[config.mk]
export PLATFORM = sky130hd
export DESIGN_NAME = powlib_swissarb
export DESIGN_NICKNAME = d
export VERILOG_FILES = /design/src/rtl/powlib_swissarb.sv
export SDC_FILE = /design/constraint.sdc
export NUM_CORES = 1
export LEC_CHECK = 0
export CORE_ASPECT_RATIO = 1.1
export CORE_MARGIN = 2
export CORE_UTILIZATION = 65
export CTS_BUF_LIST = sky130_fd_sc_hd__clkbuf_8
export DETAILED_ROUTE_END_ITERATION = 16
export DONT_BUFFER_PORTS = 1
export GPL_TIMING_DRIVEN = 0
export PLACE_DENSITY = 0.81
export SLEW_MARGIN = 15
export SYNTH_ARGS = -nofsm -noshare
export SYNTH_HDL_FRONTEND = slang
export SYNTH_SLANG_ARGS = --single-unit
[constraint.sdc]
create_clock -name clk -period 3.85 [get_ports clk]
set_input_delay 0.1925 -clock clk [delete_from_list [all_inputs] [get_ports clk]]
set_output_delay 0.1925 -clock clk [all_outputs]
set_load 0.02 [all_outputs]
[src/rtl/powlib_swissarb.sv]
// powlib_swissarb
//   N-way arbiter feeding one shared FIFO write port. Round-robin search
//   from a rotation pointer. With ELOCK=1 the grant stays on one requester
//   until its packet ends (inlast). With ELOCK=0 the grant rotates after
//   every beat. The output stage is one register, so a beat appears one
//   cycle after it is accepted, and back-to-back beats pass at one per cycle.
//
// Ports
//   clk      rising-edge clock
//   rst      asynchronous, active-low reset
//   invld    per-requester valid                       [N]
//   indata   requester i data at [i*W +: W]            [N*W]
//   inlast   per-requester last beat of packet         [N]
//   inrdy    per-requester accept, at most one bit set [N]
//   outvld   registered valid toward FIFO
//   outdata  registered data                           [W]
//   outlast  registered last
//   outidx   requester that sourced the output beat    [IW]
//   outrdy   FIFO can accept
module powlib_swissarb #(
    parameter  int N     = 4,
    parameter  int W     = 8,
    parameter  int ELOCK = 1,
    localparam int IW    = (N > 1) ? $clog2(N) : 1
) (
    input  logic           clk,
    input  logic           rst,
    input  logic [N-1:0]   invld,
    input  logic [N*W-1:0] indata,
    input  logic [N-1:0]   inlast,
    output logic [N-1:0]   inrdy,
    output logic           outvld,
    output logic [W-1:0]   outdata,
    output logic           outlast,
    output logic [IW-1:0]  outidx,
    input  logic           outrdy
);

    typedef enum logic {ARB = 1'b0, LOCK = 1'b1} state_t;

    state_t              state, state_nxt;
    logic [IW-1:0]       ptr, ptr_nxt;
    logic [IW-1:0]       lidx, lidx_nxt;
    logic [IW-1:0]       gnt, gnt_inc;
    logic                ld, xfer;
    logic [N-1:0][W-1:0] lane_data;

    assign lane_data = indata;

    // Grant select. Scan from the highest offset down so that the first
    // valid requester at or above ptr (with wrap) overwrites the others.
    // With nothing valid, gnt stays at ptr and invld[gnt] is 0, so no
    // transfer occurs.
    always_comb begin
        logic [IW-1:0] idx;
        gnt = ptr;
        idx = '0;
        if (state == LOCK) begin
            gnt = lidx;
        end else begin
            for (int k = N - 1; k >= 0; k--) begin
                idx = IW'((int'(ptr) + k) % N);
                if (invld[idx]) gnt = idx;
            end
        end
    end

    // Reset gating keeps inrdy low while reset is held, whatever invld does.
    assign ld      = rst & (~outvld | outrdy);
    assign xfer    = ld & invld[gnt];
    assign gnt_inc = (int'(gnt) == N - 1) ? '0 : gnt + 1'b1;

    for (genvar g = 0; g < N; g++) begin : g_rdy
        assign inrdy[g] = xfer & (gnt == IW'(g));
    end

    // Next-state logic. A non-last beat with ELOCK set locks onto the
    // granter. Any other accepted beat returns to ARB and advances ptr
    // past the granter.
    always_comb begin
        state_nxt = state;
        ptr_nxt   = ptr;
        lidx_nxt  = lidx;
        if (xfer) begin
            if (ELOCK != 0 && !inlast[gnt]) begin
                state_nxt = LOCK;
                lidx_nxt  = gnt;
            end else begin
                state_nxt = ARB;
                ptr_nxt   = gnt_inc;
            end
        end
    end

    always_ff @(posedge clk or negedge rst) begin
        if (!rst) begin
            state <= ARB;
            ptr   <= '0;
            lidx  <= '0;
        end else begin
            state <= state_nxt;
            ptr   <= ptr_nxt;
            lidx  <= lidx_nxt;
        end
    end

    // Output stage. It loads on an accepted beat and otherwise empties on
    // an output transfer. During a stall xfer is 0, so the registers hold.
    always_ff @(posedge clk or negedge rst) begin
        if (!rst) begin
            outvld  <= 1'b0;
            outdata <= '0;
            outlast <= 1'b0;
            outidx  <= '0;
        end else if (xfer) begin
            outvld  <= 1'b1;
            outdata <= lane_data[gnt];
            outlast <= inlast[gnt];
            outidx  <= gnt;
        end else if (outrdy) begin
            outvld  <= 1'b0;
        end
    end

endmodule

== Yosys cells after proc, flatten, opt, wreduce, memory -nomap -nowiden ==
Cells that the tools add are included.
Word-level totals
  register bits after elaboration: 17
  output and inout port bits: 16
Cells by class
  add/subtract/negate cells: 4
  order comparisons: 5
  eq/ne operators: 4
  muxes and demuxes: 23
  bitwise operators: 9
  reduce and logical (&&, ||, !) cells: 4
Operators with widths (number)
  $bmux W8 S2: 1
  $lt A2 B3 Y1 const B: 5
  $bmux W1 S2: 6
  $mux W2: 6
  $mux W1: 9
  $mux W8: 1
  $and A1 B1 Y1: 6
  $add A2 B1 Y2 const B: 2
  $add A2 B2 Y2 const B: 2
  $eq A2 B1 Y1 const B: 2
  $eq A2 B2 Y1 const B: 2
  $reduce_and A2 Y1: 2
  $logic_not A2 Y1: 1
  $not A1 Y1: 2
  $reduce_bool A2 Y1: 1
  $or A1 B1 Y1: 1

== Depth between registers and ports, before layout ==
Gate-level depths: netlist of run 1.
  depth after elaboration: 12
  depth in mapped cells: 9
  gate-level depth less buffers: 8

== Worst setup path after synthesis of run 1 ==
OpenSTA, ideal clock, no wires.
  path type: flip-flop to flip-flop
  start point: register state
  end point: register ptr[0]
  library setup time: 128 ps
  arrival time: 2200 ps
  setup slack: 1522 ps
  stages on the path, launching flop included: 7
  path buffers: 0
  path through: dfrtp_1 > or4b_4 > and2_4 > a2111oi_4 > or2_4 > and3_1 > mux2_1
Between the ends
  word-level cells in the longest chain between the ends: 5
RTL lines
  start, declared: line 41  | state_t state, state_nxt;
  start signal, assigned: line 101  | state <= state_nxt;
  $mux W2 *: line 58  | if (state == LOCK) begin
  $bmux W1 S2: line 70  | assign xfer = ld & invld[gnt];
  $mux W1 (not written as such): line 70
  $and A1 B1 Y1: line 70
  $reduce_and A2 Y1 (no source line)
  end signal, assigned: line 102  | ptr <= ptr_nxt;
  end, declared: line 42  | logic [IW-1:0] ptr, ptr_nxt;
Mark *: on every way between the ends. The rest lies on a longest branch, timed or not. The select of a mux whose other input is x is not followed.
A chain may end at the register's enable or synchronous reset.

== Worst setup path after layout of run 1 ==
  start point: register ptr[1]
  end point: output port inrdy[0]
Between the ends
  word-level cells in the longest chain between the ends: 12
RTL lines
  $add A2 B2 Y2: line 62  | idx = IW'((int'(ptr) + k) % N);
  $bmux W1 S2: line 63  | if (invld[idx]) gnt = idx;
  $mux W1 (not written as such): line 63
  $mux W2 (3 in series): line 63
  $mux W2 *: line 63
  $mux W2 *: line 58
  $bmux W1 S2: line 70
  $mux W1 (not written as such): line 70
  $and A1 B1 Y1: line 70
  $and A1 B1 Y1 *: line 74  | assign inrdy[g] = xfer & (gnt == IW'(g));
  end, declared: line 31  | output logic [N-1:0] inrdy,
Marks and branches as above.

==> results of run 1 <==
[through the flow]
stage	hold WS (ns)	setup slack [ns]	utilization [%]
global route	0.169	0.849	72.4
CTS	0.143	1.08	72.4
global placement	-0.103	1.39	69.2
finish	0.151	1.08	72.4
detailed placement	-0.103	1.35	69.2
floorplan	-0.103	1.52	-
[synthesized netlist by cell type (all sizes together), types with 2 or more instances]
cell      n  area (µm²)
and2      3        21.3
dfrtp    17         425
nand2b    3        18.8
nor3b     2        15.0
mux2i    16         160
nor2b     2        12.5
clkbuf    2        7.51
or2       2        15.0
a21o      2        15.0
nand2    15        58.8
o21ai     9        45.0
buf       2        10.0
a21oi     7        35.0
nand3     2        10.0
a2111oi   2        36.3
mux2     11         131
nor2      9        41.3
inv       3        11.3
[where the power goes]
part	total, mW	internal [mW]	switching, mW
sequential	0.411	0.267	0.144
clock	0.129	0.0706	0.0580
combinational	0.646	0.302	0.345
[metal layers]
| metal | global-route usage [%] | wire [µm] |
|---|---|---|
| met5 | 0 | 0 |
| met4 | 6.37 | 5 |
| met3 | 2.59 | 162 |
| met2 | 49.5 | 1420 |
| met1 | 30.4 | 1040 |
[kinds of logic after synthesis]
kind of cell,after synthesis,synth area share [%]
compound gates,29,17.8
fa+ha+maj,1,1.04
buf+inv,7,2.40
flops,17,35.5
mux,27,24.3
simple gates,42,18.9
[sequential cells by signal, summed over array words and instances (netlist names)]
register  count
ptr           2
state         1
outlast       1
outvld        1
outidx        2
outdata       8
lidx          2
[cell type report]
cell class	count	share of cell area, %
Multi-Input combinational cell	99	58.3
Sequential cell	17	33.4
Clock buffer	3	3.24
Tap cell	18	1.77
Buffer	4	1.37
Inverter	3	0.883
Timing Repair Buffer	1	0.785
Clock inverter	1	0.294
[critical path: stages, from the launching register on]
cell and delay (ns):
dfrtp_1 0.43, nor3b_1 0.16, a2111oi_0 0.48, o31ai_2 0.23
clkbuf_1 0.33, a2111o_1 0.38, nor2_1 0.32
[worst paths after layout]
kind / start / depth (start not counted) / end
setup / recovery: ptr[1] / 6 / inrdy[0]
hold / removal: outrdy / 2 / outvld
setup reg to reg: ptr[1] / 7 / ptr[0]
hold reg to reg: lidx[1] / 1 / lidx[1]
max in group asynchronous: rst / 1 / outdata[0]
min in group asynchronous: rst / 1 / lidx[1]
[what timing repair did]
item | CTS | global route
hold endpoints to repair | 17 | 0
hold buffers | 1 | 0
setup endpoints to repair | 0 | 0
==> impl_metrics.env, run 1 <==
export IMPL_synth_edf_count=0
export IMPL_synthesis_area_um2=1200
export IMPL_fin_area_um2=1270
export IMPL_postCtsSetupBuffers=0
export IMPL_tritoncts="built"
export IMPL_routed_wl_mm=2.63
export IMPL_core_rowCount=16
export IMPL_crit_arrival_ns=2.57
export IMPL_slew_headroom_pct=49.5
export IMPL_avgSynthCellArea_um2=9.73
export IMPL_endpoint_kind="output pin"
export IMPL_synth_ff_type="dfrtp_1"
export IMPL_start_util_pct=68.0
export IMPL_clockRootBuffer="clkbuf_8"
export IMPL_layout_common_cells="17 x dfrtp_1, 16 x mux2i_1, 14 x nand2_1"
export IMPL_pin_count=59
export IMPL_ant_nets=0
export IMPL_drtPass1Iterations=4
export IMPL_port_buffers=0
export IMPL_p_leak_nw=0.607
export IMPL_grt_usage_pct=26.3
export IMPL_grt_pass1_vias=1037
export IMPL_r2r_slack_ns=1.33
export IMPL_seq_area_um2=425
export IMPL_vdd_ir_drop_max_uv=518
export IMPL_num_vias=970
export IMPL_drive_gt1_share_pct=19.5
export IMPL_cts_buffers=3
export IMPL_tightestPinTransition_ns=0.754
export IMPL_place_gp_congestion=0.798
export IMPL_fin_crit_ns=2.77
export IMPL_critical_path_class="reg -> out"
export IMPL_finClkSkew_ns=0.00456
export IMPL_fp_dieH_um=49.0
export IMPL_yosysWarningCount=0
export IMPL_status="completed"
export IMPL_wl_per_cell_um=18.0
export IMPL_synth_cell_types=41
export IMPL_clkSinkCount=17
export IMPL_synth_seq_cells=17
export IMPL_core_area_um2=1760
export IMPL_finalSetupViolations=0
export IMPL_cts_resized=0
export IMPL_syn2layout_area_growth_pct=6.48
export IMPL_hold_viol_final=0
export IMPL_viasPerCell=6.64
export IMPL_clkTransAtPathRegs_ns=0.07
export IMPL_cp_required_ns=3.66
export IMPL_diodes=0
export IMPL_drc=0
export IMPL_fin_crit_sh_pct=71.8
export IMPL_crit_fanout=10
export IMPL_dpl_hpwl_mm=2.01
export IMPL_cap_violations=0
export IMPL_multi_input_area_um2=743
export IMPL_htree_num_levels=1
export IMPL_tns_ns=0
export IMPL_cts_path_max_buffers=2
export IMPL_async_reset_ff_share_pct=100
export IMPL_die_area_um2=2200
export IMPL_grt_pass1_wl_mm=4.41
export IMPL_final_common_cell="dfrtp_1"
export IMPL_rsz0062_at_grt="false"
export IMPL_antenna_found_initial=0
export IMPL_synthCells=123
export IMPL_power_density_nw_per_um2=930
export IMPL_n_fill_cell=139
export IMPL_fin_cells=146
export IMPL_placed_cell_area_um2=1220
export IMPL_fin_nets=173
export IMPL_slew_viol_final=0
export IMPL_max_freq_mhz=362
export IMPL_die_w_um=44.9
export IMPL_dp_cells=141
export IMPL_ys_seq_area_share_pct=35.5
export IMPL_power_mw=1.19
export IMPL_synth_nets=167
export IMPL_hp_class="in -> reg"
export IMPL_start_kind="register"
export IMPL_grt_max_degree=18
export IMPL_clock_latency_ns=0.25
export IMPL_drt_iter0_markers=23
export IMPL_grt_ovfl_total=0
Note: power is estimated with default switching activity, not from simulation.
==> run 2, diff against run 1 <==
ABC_AREA = 1   (was default)
clock period = 2.8 ns   (was 3.85 ns; I/O delays follow)
==> run 2 against run 1 <==
  * Via count up 53%
  * Combinational power rose to 2.7 times the previous value
  * Non-clock buffer count up 8
  * Critical path depth up 10
  * Global-route usage up 3.9 points
  * Worst hold slack better by 0.033 ns
  * Design area up 21%
  * Count of clock-buffer cells in the layout unchanged
  * Critical path type unchanged
  * Critical endpoint is now inrdy[3]
==> impl_metrics.env, run 2 <==
export IMPL_synth_cell_types=25
export IMPL_tns_ns=0
export IMPL_start_kind="register"
export IMPL_die_w_um=48.3
export IMPL_yosysTopAreaCellShare_pct=30.4
export IMPL_regMostFlops="outdata"
export IMPL_crit_fanout=19
export IMPL_die_area_um2=2540
export IMPL_synth_ff_type="dfrtp_1"
export IMPL_tritoncts="built"
export IMPL_grt_max_degree=18
export IMPL_ys_seq_area_share_pct=30.4
export IMPL_grt_usage_pct=30.3
export IMPL_cts_path_max_buffers=2
export IMPL_yosysMostFrequentCell="nand2_1"
export IMPL_fin_crit_sh_pct=90.5
export IMPL_pin_count=59
export IMPL_critical_path_class="reg -> out"
export IMPL_r2r_slack_ns=0.51
export IMPL_ant_nets=0
export IMPL_routed_wl_mm=3.54
export IMPL_power_density_nw_per_um2=1620
export IMPL_crit_slowest_cell="dfrtp_1"
export IMPL_path_buf_inv=2
export IMPL_start_util_pct=69.3
export IMPL_clock_latency_ns=0.25
export IMPL_final_common_cell="nand2_1"
export IMPL_fp_dieH_um=52.7
export IMPL_rr_endpoint="outdata[6]"
export IMPL_finalSetupViolations=0
export IMPL_power_mw=2.49
export IMPL_synthesis_area_um2=1400
export IMPL_endpoint_kind="output pin"
export IMPL_htree_num_levels=1
export IMPL_grt_pass1_vias=1385
export IMPL_synth_seq_cells=17
export IMPL_path_cells="buf_6 -> o21ai_1 -> nand2_1 -> nand2_1 -> inv_1 -> nand2_1 -> nand2_1 -> nand2_1 -> nand2_1 -> nand2_4 -> nand2_4 -> nand2_1 -> nand3_1 -> nand2_4 -> nand2_8 -> nor3_4"
export IMPL_path_delay_family="simple AND/OR/NAND/NOR gates"
export IMPL_antenna_found_initial=0
export IMPL_diodes=0
export IMPL_slew_viol_final=0
export IMPL_fin_nets=282
export IMPL_status="completed"
export IMPL_tightestPinTransition_ns=0.730
export IMPL_cp_required_ns=2.66
export IMPL_synth_nets=274
export IMPL_cap_violations=0
export IMPL_viasPerCell=5.60
export IMPL_hold_ws_ns=0.184
export IMPL_core_area_um2=2020
export IMPL_p_leak_nw=0.902
export IMPL_worstReg2RegStart="ptr[0]"
export IMPL_cp_num_cells=16
export IMPL_clkTransAtPathRegs_ns=0.07
export IMPL_async_reset_ff_share_pct=100
export IMPL_reg2reg_depth=17
export IMPL_slowest_delay_ns=0.37
export IMPL_synthCells=230
export IMPL_rsz0062_at_grt="false"
export IMPL_vdd_ir_drop_max_uv=1010
export IMPL_grt_use_met3_pct=6.55
export IMPL_dpl_hpwl_mm=2.63
export IMPL_fin_crit_ns=2.53
export IMPL_yosys_area_top_type="dfrtp_1"
export IMPL_drtPass1Iterations=4
export IMPL_yosysWarningCount=0
export IMPL_clkSinkCount=17
export IMPL_cpMostUsedCell="nand2_1"
export IMPL_synthTopCellsByArea="dfrtp_1 30%, nand2_1 30%, nand3_1 9.3%"
export IMPL_yosys_top_cells_count="112 x nand2_1, 26 x nand3_1, 22 x inv_1"
export IMPL_max_freq_mhz=394
export IMPL_slew_headroom_pct=51.2
export IMPL_crit_end="inrdy[3]"
export IMPL_place_gp_congestion=0.830
export IMPL_clockRootBuffer="clkbuf_8"
export IMPL_largest_reg_flops=8
export IMPL_avgSynthCellArea_um2=6.09
export IMPL_hold_viol_final=0
export IMPL_core_rowCount=17
export IMPL_grt_pass1_wl_mm=5.50
export IMPL_finClkSkew_ns=0.00236
export IMPL_syn2layout_area_growth_pct=9.92
export IMPL_top_usage_layer="met2"
export IMPL_drc=0
export IMPL_num_vias=1484
export IMPL_hp_class="in -> reg"
export IMPL_setup_worst_path_start="ptr[0]"
export IMPL_drive_gt1_share_pct=12.2
export IMPL_port_buffers=0
export IMPL_wl_per_cell_um=13.4
export IMPL_synth_edf_count=0
export IMPL_drt_iter0_markers=36
export IMPL_met1_usage_pct=34.3
export IMPL_globalRouteMet2Util_pct=55.0
export IMPL_crit_arrival_ns=2.39
export IMPL_layout_common_cells="112 x nand2_1, 26 x nand3_1, 22 x inv_1, 16 x dfrtp_1, 8 x o21ai_0"
export IMPL_cts_buffers=3
export IMPL_grt_ovfl_total=0
==> run 2: layout make-up <==
| cell class | instances | area (µm²) |
|---|---|---|
| Buffer | 9 | 57.6 |
| Clock buffer | 3 | 41.3 |
| Clock inverter | 1 | 5.00 |
| Fill cell | 181 | 482 |
| Inverter | 27 | 104 |
| Multi-Input combinational cell | 176 | 835 |
| Sequential cell | 17 | 427 |
| Tap cell | 28 | 35.0 |
| Timing Repair Buffer | 4 | 35.0 |
==> run 2: repair_timing <==
action                                  in CTS  in global routing
hold buffers                                 2                  0
resized for setup                            0                  7
setup buffers                                0                  2
hold endpoints to repair                    18                  0
endpoints found under the setup margin       0                  4
==> run 2: through the flow <==
step / worst slack (ns) / utilization, % / instance area (µm²) / instances
2_1_floorplan: 0.650 / - / 1400 / 230
3_3_place_gp: 0.495 / 71.0 / 1440 / 258
3_5_place_dp: 0.422 / 71.0 / 1440 / 258
4_1_cts: 0.123 / 74.3 / 1500 / 264
5_1_grt: 0.0371 / 76.2 / 1540 / 265
6_report: 0.265 / 76.2 / 1540 / 265
==> run 2: worst min-delay path by stage <==
stage	start	endpoint	slack (ns)	cells past startpoint
after floorplan	rst	lidx[0]	-0.16	0
after detailed placement	rst	outvld	-0.16	0
after global routing	indata[31]	outdata[7]	0.20	4
after CTS	indata[31]	outdata[7]	0.18	4
after global placement	rst	outvld	-0.16	0
final	indata[26]	outdata[2]	0.18	4
==> run 2: per-layer routing <==
layer  part of all wire [%]  routed length (µm)
met3                    5.4                 190
met4                   0.99                  35
met1                     40                1420
met5                      0                   0
met2                     53                1890
==> run 2: logic make-up after synthesis <==
group / share of synthesized area [%]
AND/OR/NAND/NOR: 48.3
buffers and inverters: 12.2
AO/OA/AOI/OAI: 8.22
flip-flops: 30.4
adder cells (fa/ha/maj): 0.894
==> run 2: power breakdown <==
part | switching, mW | total, mW | internal (mW)
Combinational | 1.19 | 1.77 | 0.584
Clock | 0.0831 | 0.182 | 0.0987
Sequential | 0.177 | 0.540 | 0.363
==> run 2: worst min-delay path: stages <==
cell	delay, ns
o21ai_0	0.06
nand2_1	0.07
nand3_1	0.07
nand2_1	0.06
==> run 3, diff against run 2 <==
ABC_AREA = default   (was 1)
==> run 3 against run 2 <==
  * Total power fell by 34%
  * Die area fell by 13%
  * Worst setup slack lost 0.054 ns
  * Sequential share of layout area increased by 5.6 points
  * Flip-flop and latch count is the same
  * Register-to-register slack worse by 0.22 ns
==> impl_metrics.env, run 3 (synthesis gave the netlist of run 1 again) <==
export IMPL_status="completed"
export IMPL_grt_ovfl_total=0
export IMPL_grt_pass1_vias=1037
export IMPL_drive_gt1_share_pct=20.3
export IMPL_num_vias=970
export IMPL_cts_buffers=3
export IMPL_fp_dieH_um=49.0
export IMPL_die_w_um=44.9
export IMPL_start_kind="register"
export IMPL_crit_slowest_cell="or4b_4"
export IMPL_fin_crit_sh_pct=92.4
export IMPL_final_common_cell="dfrtp_1"
export IMPL_layout_common_cells="17 x dfrtp_1, 16 x mux2i_1, 14 x nand2_1"
export IMPL_routed_wl_mm=2.62
export IMPL_ant_nets=0
export IMPL_fin_crit_ns=2.59
export IMPL_path_buf_inv=2
export IMPL_dpl_hpwl_mm=2.01
export IMPL_diodes=0
export IMPL_drtPass1Iterations=4
export IMPL_postCtsSetupBuffers=0
export IMPL_antenna_found_initial=0
export IMPL_port_buffers=0
export IMPL_crit_arrival_ns=2.45
export IMPL_grt_max_degree=18
export IMPL_cp_required_ns=2.66
export IMPL_endpoint_kind="output pin"
export IMPL_htree_num_levels=1
export IMPL_hold_viol_final=0
export IMPL_max_freq_mhz=386
export IMPL_core_rowCount=16
export IMPL_cp_num_cells=7
export IMPL_tightestPinTransition_ns=0.750
export IMPL_slowest_delay_ns=0.59
export IMPL_grt_pass1_wl_mm=4.41
export IMPL_grt_usage_pct=26.3
export IMPL_tritoncts="built"
export IMPL_pin_count=59
export IMPL_final_setup_worst_slack_ns=0.211
export IMPL_clock_latency_ns=0.25
export IMPL_whs_path_depth=2
export IMPL_viasPerCell=6.64
export IMPL_tns_ns=0
export IMPL_slew_headroom_pct=49.8
export IMPL_n_fill_cell=139
export IMPL_rsz0062_at_grt="false"
export IMPL_hp_class="in -> reg"
export IMPL_regMostFlops="outdata"
export IMPL_path_cells="or4b_4 -> a21o_1 -> nand2_2 -> inv_2 -> clkbuf_1 -> ha_1 -> and2_1"
export IMPL_largest_reg_flops=8
export IMPL_drc=0
export IMPL_dp_slack_ns=0.307
export IMPL_fin_nets=173
export IMPL_start_util_pct=68.0
export IMPL_die_area_um2=2200
export IMPL_clkSinkCount=17
export IMPL_clkTransAtPathRegs_ns=0.06
export IMPL_path_delay_family="simple AND/OR/NAND/NOR gates"
export IMPL_clockRootBuffer="clkbuf_8"
export IMPL_wl_per_cell_um=18.0
export IMPL_finClkSkew_ns=0.00509
export IMPL_place_gp_congestion=0.798
export IMPL_core_area_um2=1760
export IMPL_p_leak_nw=0.610
export IMPL_critical_path_class="reg -> out"
export IMPL_crit_fanout=10
export IMPL_drt_iter0_markers=12
export IMPL_cts_path_max_buffers=2
export IMPL_finalSetupViolations=0
export IMPL_power_density_nw_per_um2=1280
export IMPL_slew_viol_final=0
export IMPL_syn2layout_area_growth_pct=6.69
export IMPL_cap_violations=0
export IMPL_vdd_ir_drop_max_uv=716
export IMPL_reg2reg_depth=7
run 3: cell count changes in the layout (fill, tap and decap cells not counted), sizes merged, moves of 11 or more:
cell,change
inv,-22
mux2i,+16
nand3,-24
nand2,-102
mux2,+11
run 3: layer usage:
metal,part of all wire (%),GRT usage (%),vias up
li1,-,-,455
met1,39,30.4,476
met2,54,49.5,37
met3,6.3,2.59,2
met4,0.19,6.37,0
met5,0,0,-
run 3: cell type report:
type | instances | area (µm²) | share of cell area, %
sequential | 17 | 425 | 33.3
buffer | 4 | 18.8 | 1.47
timing repair buffer | 1 | 10.0 | 0.784
clock buffer | 3 | 41.3 | 3.23
tap | 18 | 22.5 | 1.76
multi-input combinational | 99 | 744 | 58.3
clock inverter | 1 | 3.75 | 0.294
inverter | 3 | 11.3 | 0.881
run 3: report_power, final:
group | switching, mW | internal, mW
clock network | 0.0798 | 0.0971
logic | 0.475 | 0.418
registers | 0.198 | 0.367
run 3: stage by stage:
step | instance area, µm² | power, mW | instances | hold WS (ns) | utilization (%)
after global routing | 1280 | 1.76 | 146 | 0.117 | 72.5
final | 1280 | 1.63 | 146 | 0.0946 | 72.5
after CTS | 1270 | 1.64 | 146 | 0.0905 | 72.4
after global placement | 1220 | 1.42 | 141 | -0.155 | 69.2
after floorplan | 1200 | 1.29 | 123 | -0.156 | -
after detailed placement | 1220 | 1.46 | 141 | -0.155 | 69.2
run 3: worst paths after layout:
kind	startpoint	end	slack [ns]
max	state	inrdy[2]	0.21
min	outrdy	outvld	0.09
max reg2reg	ptr[1]	ptr[0]	0.29
min reg2reg	lidx[1]	lidx[1]	0.52
max in group asynchronous	rst	state	1.93
min in group asynchronous	rst	lidx[0]	0.40
run 3: what timing repair did:
action                     in CTS  in global routing
hold buffers                    1                  0
setup endpoints to repair       0                  3
gates resized for setup         0                  3
hold endpoints to repair       17                  0
